File: src/rtl/multi_edge_detector.sv
// N-channel synchronised, debounced edge detector with per-channel edge-mode select.
// Optional per-channel saturating event counters when EDGE_EVENT_COUNT_EN is defined.
//
// state     | meaning
// STABLE_LO | debounced level 0, input agrees
// PEND_HI   | input high, counting consecutive high ticks
// STABLE_HI | debounced level 1, input agrees
// PEND_LO   | input low, counting consecutive low ticks
module multi_edge_detector #(
    parameter int N_CH     = 4,
    parameter int TICK_DIV = 16,
    parameter int DB_TICKS = 4,
    parameter int CNT_W    = 8
) (
    input  logic                  i_clk,
    input  logic                  i_rst_n,
    input  logic                  i_en,
    input  logic [N_CH-1:0]       i_lvl,
    input  logic [2*N_CH-1:0]     i_mode,
    input  logic                  i_cnt_clr,
    output logic                  o_tick,
    output logic [N_CH-1:0]       o_lvl,
    output logic [N_CH-1:0]       o_edge,
    output logic [N_CH*CNT_W-1:0] o_evt_cnt
);
    localparam int TICK_W = (TICK_DIV > 1) ? $clog2(TICK_DIV) : 1;
    localparam int DB_W   = (DB_TICKS > 1) ? $clog2(DB_TICKS) : 1;

    typedef enum logic [1:0] {STABLE_LO, PEND_HI, STABLE_HI, PEND_LO} state_t;

    logic [TICK_W-1:0] r_tick_cnt;
    logic              w_tick;
    logic [N_CH-1:0]   r_sync1;
    logic [N_CH-1:0]   r_sync2;
    state_t            r_state  [N_CH];
    logic [DB_W-1:0]   r_db_cnt [N_CH];
    logic [N_CH-1:0]   w_diff;
    logic [N_CH-1:0]   w_accept;
    logic [N_CH-1:0]   w_rise_en;
    logic [N_CH-1:0]   w_fall_en;

    assign w_tick = i_en && (r_tick_cnt == TICK_W'(TICK_DIV - 1));
    assign o_tick = w_tick;

    always_ff @(posedge i_clk or negedge i_rst_n) begin
        if (!i_rst_n) begin
            r_tick_cnt <= '0;
        end else if (w_tick) begin
            r_tick_cnt <= '0;
        end else if (i_en) begin
            r_tick_cnt <= r_tick_cnt + 1'b1;
        end
    end

    always_ff @(posedge i_clk or negedge i_rst_n) begin
        if (!i_rst_n) begin
            r_sync1 <= '0;
            r_sync2 <= '0;
        end else begin
            r_sync1 <= i_lvl;
            r_sync2 <= r_sync1;
        end
    end

    for (genvar g = 0; g < N_CH; g++) begin : g_mode
        assign w_rise_en[g] = i_mode[2*g];
        assign w_fall_en[g] = i_mode[2*g+1];
    end

    // Accept fires on the DB_TICKS-th consecutive differing tick; with DB_TICKS=1 straight from STABLE.
    always_comb begin
        w_diff   = '0;
        w_accept = '0;
        for (int i = 0; i < N_CH; i++) begin
            w_diff[i] = r_sync2[i] ^ o_lvl[i];
            if (DB_TICKS == 1) begin
                w_accept[i] = w_diff[i];
            end else begin
                w_accept[i] = w_diff[i]
                            && ((r_state[i] == PEND_HI) || (r_state[i] == PEND_LO))
                            && (r_db_cnt[i] == DB_W'(DB_TICKS - 1));
            end
        end
    end

    always_ff @(posedge i_clk or negedge i_rst_n) begin
        if (!i_rst_n) begin
            for (int i = 0; i < N_CH; i++) begin
                r_state[i]  <= STABLE_LO;
                r_db_cnt[i] <= '0;
            end
            o_lvl  <= '0;
            o_edge <= '0;
        end else begin
            o_edge <= '0;
            if (w_tick) begin
                for (int i = 0; i < N_CH; i++) begin
                    if (w_accept[i]) begin
                        o_lvl[i]    <= r_sync2[i];
                        o_edge[i]   <= r_sync2[i] ? w_rise_en[i] : w_fall_en[i];
                        r_db_cnt[i] <= '0;
                        r_state[i]  <= r_sync2[i] ? STABLE_HI : STABLE_LO;
                    end else begin
                        case (r_state[i])
                            STABLE_LO: begin
                                if (w_diff[i]) begin
                                    r_db_cnt[i] <= DB_W'(1);
                                    r_state[i]  <= PEND_HI;
                                end
                            end
                            STABLE_HI: begin
                                if (w_diff[i]) begin
                                    r_db_cnt[i] <= DB_W'(1);
                                    r_state[i]  <= PEND_LO;
                                end
                            end
                            PEND_HI: begin
                                if (!w_diff[i]) begin
                                    r_db_cnt[i] <= '0;
                                    r_state[i]  <= STABLE_LO;
                                end else begin
                                    r_db_cnt[i] <= r_db_cnt[i] + 1'b1;
                                end
                            end
                            PEND_LO: begin
                                if (!w_diff[i]) begin
                                    r_db_cnt[i] <= '0;
                                    r_state[i]  <= STABLE_HI;
                                end else begin
                                    r_db_cnt[i] <= r_db_cnt[i] + 1'b1;
                                end
                            end
                            default: begin
                                r_db_cnt[i] <= '0;
                                r_state[i]  <= STABLE_LO;
                            end
                        endcase
                    end
                end
            end
        end
    end

`ifdef EDGE_EVENT_COUNT_EN
    logic [CNT_W-1:0] r_evt_cnt [N_CH];

    // Clear takes priority over a coincident increment; counters stick at all-ones.
    always_ff @(posedge i_clk or negedge i_rst_n) begin
        if (!i_rst_n) begin
            for (int i = 0; i < N_CH; i++) begin
                r_evt_cnt[i] <= '0;
            end
        end else begin
            for (int i = 0; i < N_CH; i++) begin
                if (i_cnt_clr) begin
                    r_evt_cnt[i] <= '0;
                end else if (o_edge[i] && (r_evt_cnt[i] != {CNT_W{1'b1}})) begin
                    r_evt_cnt[i] <= r_evt_cnt[i] + 1'b1;
                end
            end
        end
    end

    for (genvar g = 0; g < N_CH; g++) begin : g_cnt
        assign o_evt_cnt[CNT_W*g +: CNT_W] = r_evt_cnt[g];
    end
`else
    logic w_unused_cnt_clr;
    assign w_unused_cnt_clr = i_cnt_clr;
    assign o_evt_cnt        = '0;
`endif

endmodule
File: config.mk
export PLATFORM = sky130hd
export DESIGN_NAME = multi_edge_detector
export DESIGN_NICKNAME = d
export VERILOG_FILES = /design/src/rtl/multi_edge_detector.sv
export SDC_FILE = /design/constraint.sdc
export NUM_CORES = 1
export LEC_CHECK = 0
export BUFFER_PORTS_ARGS = -buffer_cell sky130_fd_sc_hd__buf_2
export CORE_MARGIN = 10
export CORE_UTILIZATION = 35
export CTS_BUF_LIST = sky130_fd_sc_hd__clkbuf_16
export DETAILED_ROUTE_END_ITERATION = 12
export PLACE_DENSITY_LB_ADDON = 0.05
export SYNTH_ARGS = -nofsm -noshare
export SYNTH_HDL_FRONTEND = slang
export SYNTH_SLANG_ARGS = --single-unit
export TNS_END_PERCENT = 10
File: constraint.sdc
create_clock -name i_clk -period 1.5 [get_ports i_clk]
set_clock_uncertainty 0.2 [all_clocks]
set_input_delay 0.075 -clock i_clk [delete_from_list [all_inputs] [get_ports i_clk]]
set_output_delay 0.075 -clock i_clk [all_outputs]
set_load 0.1 [all_outputs]
==> impl_metrics.csv <==
group,metric,value,unit
grt,grt_pass1_wl,5190,um
floorplanning,io_pins,57,
timing,rsz0062_at_grt,"true",
worst_setup_path,setup.worst_path.end,"o_tick",
grt,antenna_found_initial,0,
grt,grt_max_degree,20,
worst_setup_path,startpoint,"r_tick_cnt[0]",
cts,cts.sinks,32,
yosys,synth_top_area_cell,"dfrtp_1",
yosys,yosys_warnings,0,
place,portBuffers,23,
place,place_congestion,0.740,
timing,drv_slew,0,
place,place_ws,-120,ps
routing,wl_per_cell,12.5,um
worst_setup_path,cp_slowest_cell,"dfrtp_1",
timing,fmax,0.642,GHz
place,hpwl,2490,um
grt,first_global_vias,1172,
worst_setup_path,r2r_end,"r_db_cnt[1]",
worst_setup_path,reg2reg_from,"r_tick_cnt[0]",
final_layout,drive_gt1_share,34.1,%
grt,grtUsageTotal,8.48,%
floorplanning,core_area,0.00469,mm^2
worst_setup_path,crit_chain,"ha_4 -> nand4_4 -> inv_6 -> buf_6 -> buf_12",
floorplanning,rows,25,
timing,hold_ws,0.367,ps
power,pwr-share-clk,27.5,%
floorplanning,start_util,35.9,%
worst_setup_path,required,1220,ps
yosys,synth_edf_count,0,
cts,cts_root_buf,"clkbuf_16",
grt,grt-ovfl-total,0,
floorplanning,die_y,89.4,um
power,p_leak,0.00109,uW
yosys,netlist_top_cells_count,"33 x buf_4, 32 x dfrtp_1, 14 x nand2_1, 12 x nor2_1",
yosys,synth_seq_cells,32,
worst_setup_path,slowest_delay,380,ps
timing,hold_viol_final,0,
timing,layout_min_cycle_time,1560,ps
power,p_int,2150,uW
cts,numCtsBuffers,5,
routing,totalWireLength,3330,um
yosys,synthTopCellsByArea,"dfrtp_1 47%, buf_4 15%, ha_1 3.7%, mux2_2 3.3%, nand2_1 3.1%",
routing,first_iter_violations,19,
cts,clockBufferDepth,2,
power,power_frac_seq,35.7,%
worst_setup_path,cp.arrival,1280,ps
power,power,3410,uW
yosys,syn_avg_cell_area,10.9,um^2
worst_setup_path,cp_max_fo,3,
worst_setup_path,worstSetupPathType,"reg -> out",
yosys,synthArstFlopShare,100,%
routing,drcViolationCount,0,
routing,num_vias,1158,
floorplanning,die_w,89.4,um
yosys,ys_types,28,
worst_setup_path,start_kind,"register",
yosys,synthFlopType,"dfrtp_1",
floorplanning,dieArea,0.00800,mm^2
power,p_per_area,1530,mW/mm^2
routing,ant_nets,0,
timing,setup_viol,10,
yosys,syn-cell-area,0.00169,mm^2
worst_setup_path,r2r_cells,6,
timing,min_period_over_period,104,%
worst_setup_path,crit_path_end_kind,"output port",
flow_run,cap_violations,0,
routing,dr.pass1.iters,4,
worst_setup_path,rrSetupSlack,-50,ps
cts,cts_max_level,2,
yosys,ys_seq_area_share,47.5,%
timing,setup_slack,-57.3,ps
routing,viasPerCell,4.37,
yosys,synth_top_area_share,47.5,%
cts,clk_pin_slew_worst_paths,50,ps
power,switchingPower,1270,uW
final_layout,nets,231,
cts,clock_latency,270,ps
power,peakVddDrop,0.644,mV
min_path,min_path_type,"in -> reg",
outcome,status,"finished with violations",
final_layout,area_delta_synth_final,32.4,%
yosys,synth_most_common_cell,"buf_4",
final_layout,n_antenna_cell,0,
cts,cts_tree,"yes",
yosys,syn-instance-count,155,
outcome,violations,"setup timing",
power,swShare,37.1,%
power,p_comb_share,36.9,%
-- worst max-delay path, delay by kind of cell, from the launching register on --
kind          cells  cell delay (ps)
buf+inv           3              350
flops             1              380
fa+ha+maj         1              160
simple gates      1              110
-- final cells by class --
class / instances / area (um^2)
repair buffers: 52 / 410
clock buffers: 5 / 125
fillers: 435 / 2460
clock inverters: 3 / 11.3
inverters: 5 / 23.8
flip-flops and latches: 32 / 807
well taps: 54 / 67.6
multi-input cells: 114 / 788
-- layer usage --
layer | vias to the layer above | global-route usage, % | part of all wire (%)
met3 | 5 | 3.92 | 9.6
met1 | 549 | 9.32 | 41
met5 | - | 0 | 0
li1 | 563 | - | -
met2 | 41 | 13.9 | 48
met4 | 0 | 3.47 | 1.4
-- cell families (layout without fill, tap and decap cells) --
group	Yosys count	after routing	synth area share, %
AOI/OAI and AO/OA	25	25	10.8
xor gates and xnor gates	5	5	2.60
adders and majority gates	5	5	3.71
buffers and inverters	40	65	17.8
DFF	32	32	47.5
muxes	8	8	5.41
other	1	32	0.222
and+or+nand+nor	39	39	11.9
-- cell usage in the layout (no fill, tap or decap), types with 2 or more instances in the layout --
| cell | n |
|---|---|
| a21oi_1 | 4 |
| a22o_1 | 6 |
| a311oi_2 | 2 |
| and2_1 | 4 |
| and2_2 | 2 |
| buf_12 | 2 |
| buf_2 | 22 |
| buf_4 | 11 |
| buf_6 | 6 |
| clkbuf_16 | 5 |
| conb_1 | 32 |
| dfrtp_1 | 29 |
| dfrtp_2 | 2 |
| dlygate4sd3_1 | 11 |
| ha_1 | 4 |
| inv_1 | 6 |
| mux2_4 | 5 |
| mux2i_1 | 2 |
| nand2_1 | 14 |
| nand3b_1 | 4 |
| nor2_1 | 6 |
| nor2_4 | 6 |
| o21ai_0 | 6 |
| o22a_1 | 2 |
| xnor2_1 | 3 |
| xor2_1 | 2 |
-- registers in the layout (all words and copies together) (netlist names) --
name and cells:
r_sync2 4, r_sync1 4, r_db_cnt 8, o_edge 4, r_state 4, r_tick_cnt 4, o_lvl 4
-- worst min path at each step --
| stage | slack (ps) | cells past startpoint | from | endpoint |
|---|---|---|---|---|
| 2_1_floorplan | -420 | 0 | i_rst_n | o_edge[0] |
| 3_3_place_gp | -200 | 1 | i_rst_n | r_sync1[3] |
| 3_5_place_dp | -200 | 1 | i_rst_n | r_sync1[3] |
| 4_1_cts | 4 | 4 | i_mode[6] | o_edge[3] |
| 5_1_grt | 10 | 4 | i_mode[6] | o_edge[3] |
| 6_report | 0.4 | 4 | i_mode[6] | o_edge[3] |
-- per-stage QoR --
step           area (um^2)  TNS [ps]  util, %  instances
2_1_floorplan         1830     -1540        -        186
3_3_place_gp          1850      -853     39.4        240
3_5_place_dp          1850     -1110     39.4        240
4_1_cts               2220      -468     47.2        264
5_1_grt               2230     -1240     47.6        265
6_report              2230      -368     47.6        265
-- power groups by stage --
stage,logic (uW),clock network (uW),registers (uW)
floorplan,863,0,1270
finish,1260,938,1220
global route,1370,1020,1240
CTS,1240,968,1220
detailed placement,1170,0,1230
global placement,1120,0,1220
-- repair_timing --
action / CTS / global route
hold buffers: 11 / 0
gates resized for setup: 23 / 2
hold endpoints to repair: 40 / 0
cloned: 0 / 0
setup endpoints to repair: 16 / 18
buffers inserted: 5 / 1
pin swaps: 6 / 3
(Power assumes the default switching activity.)
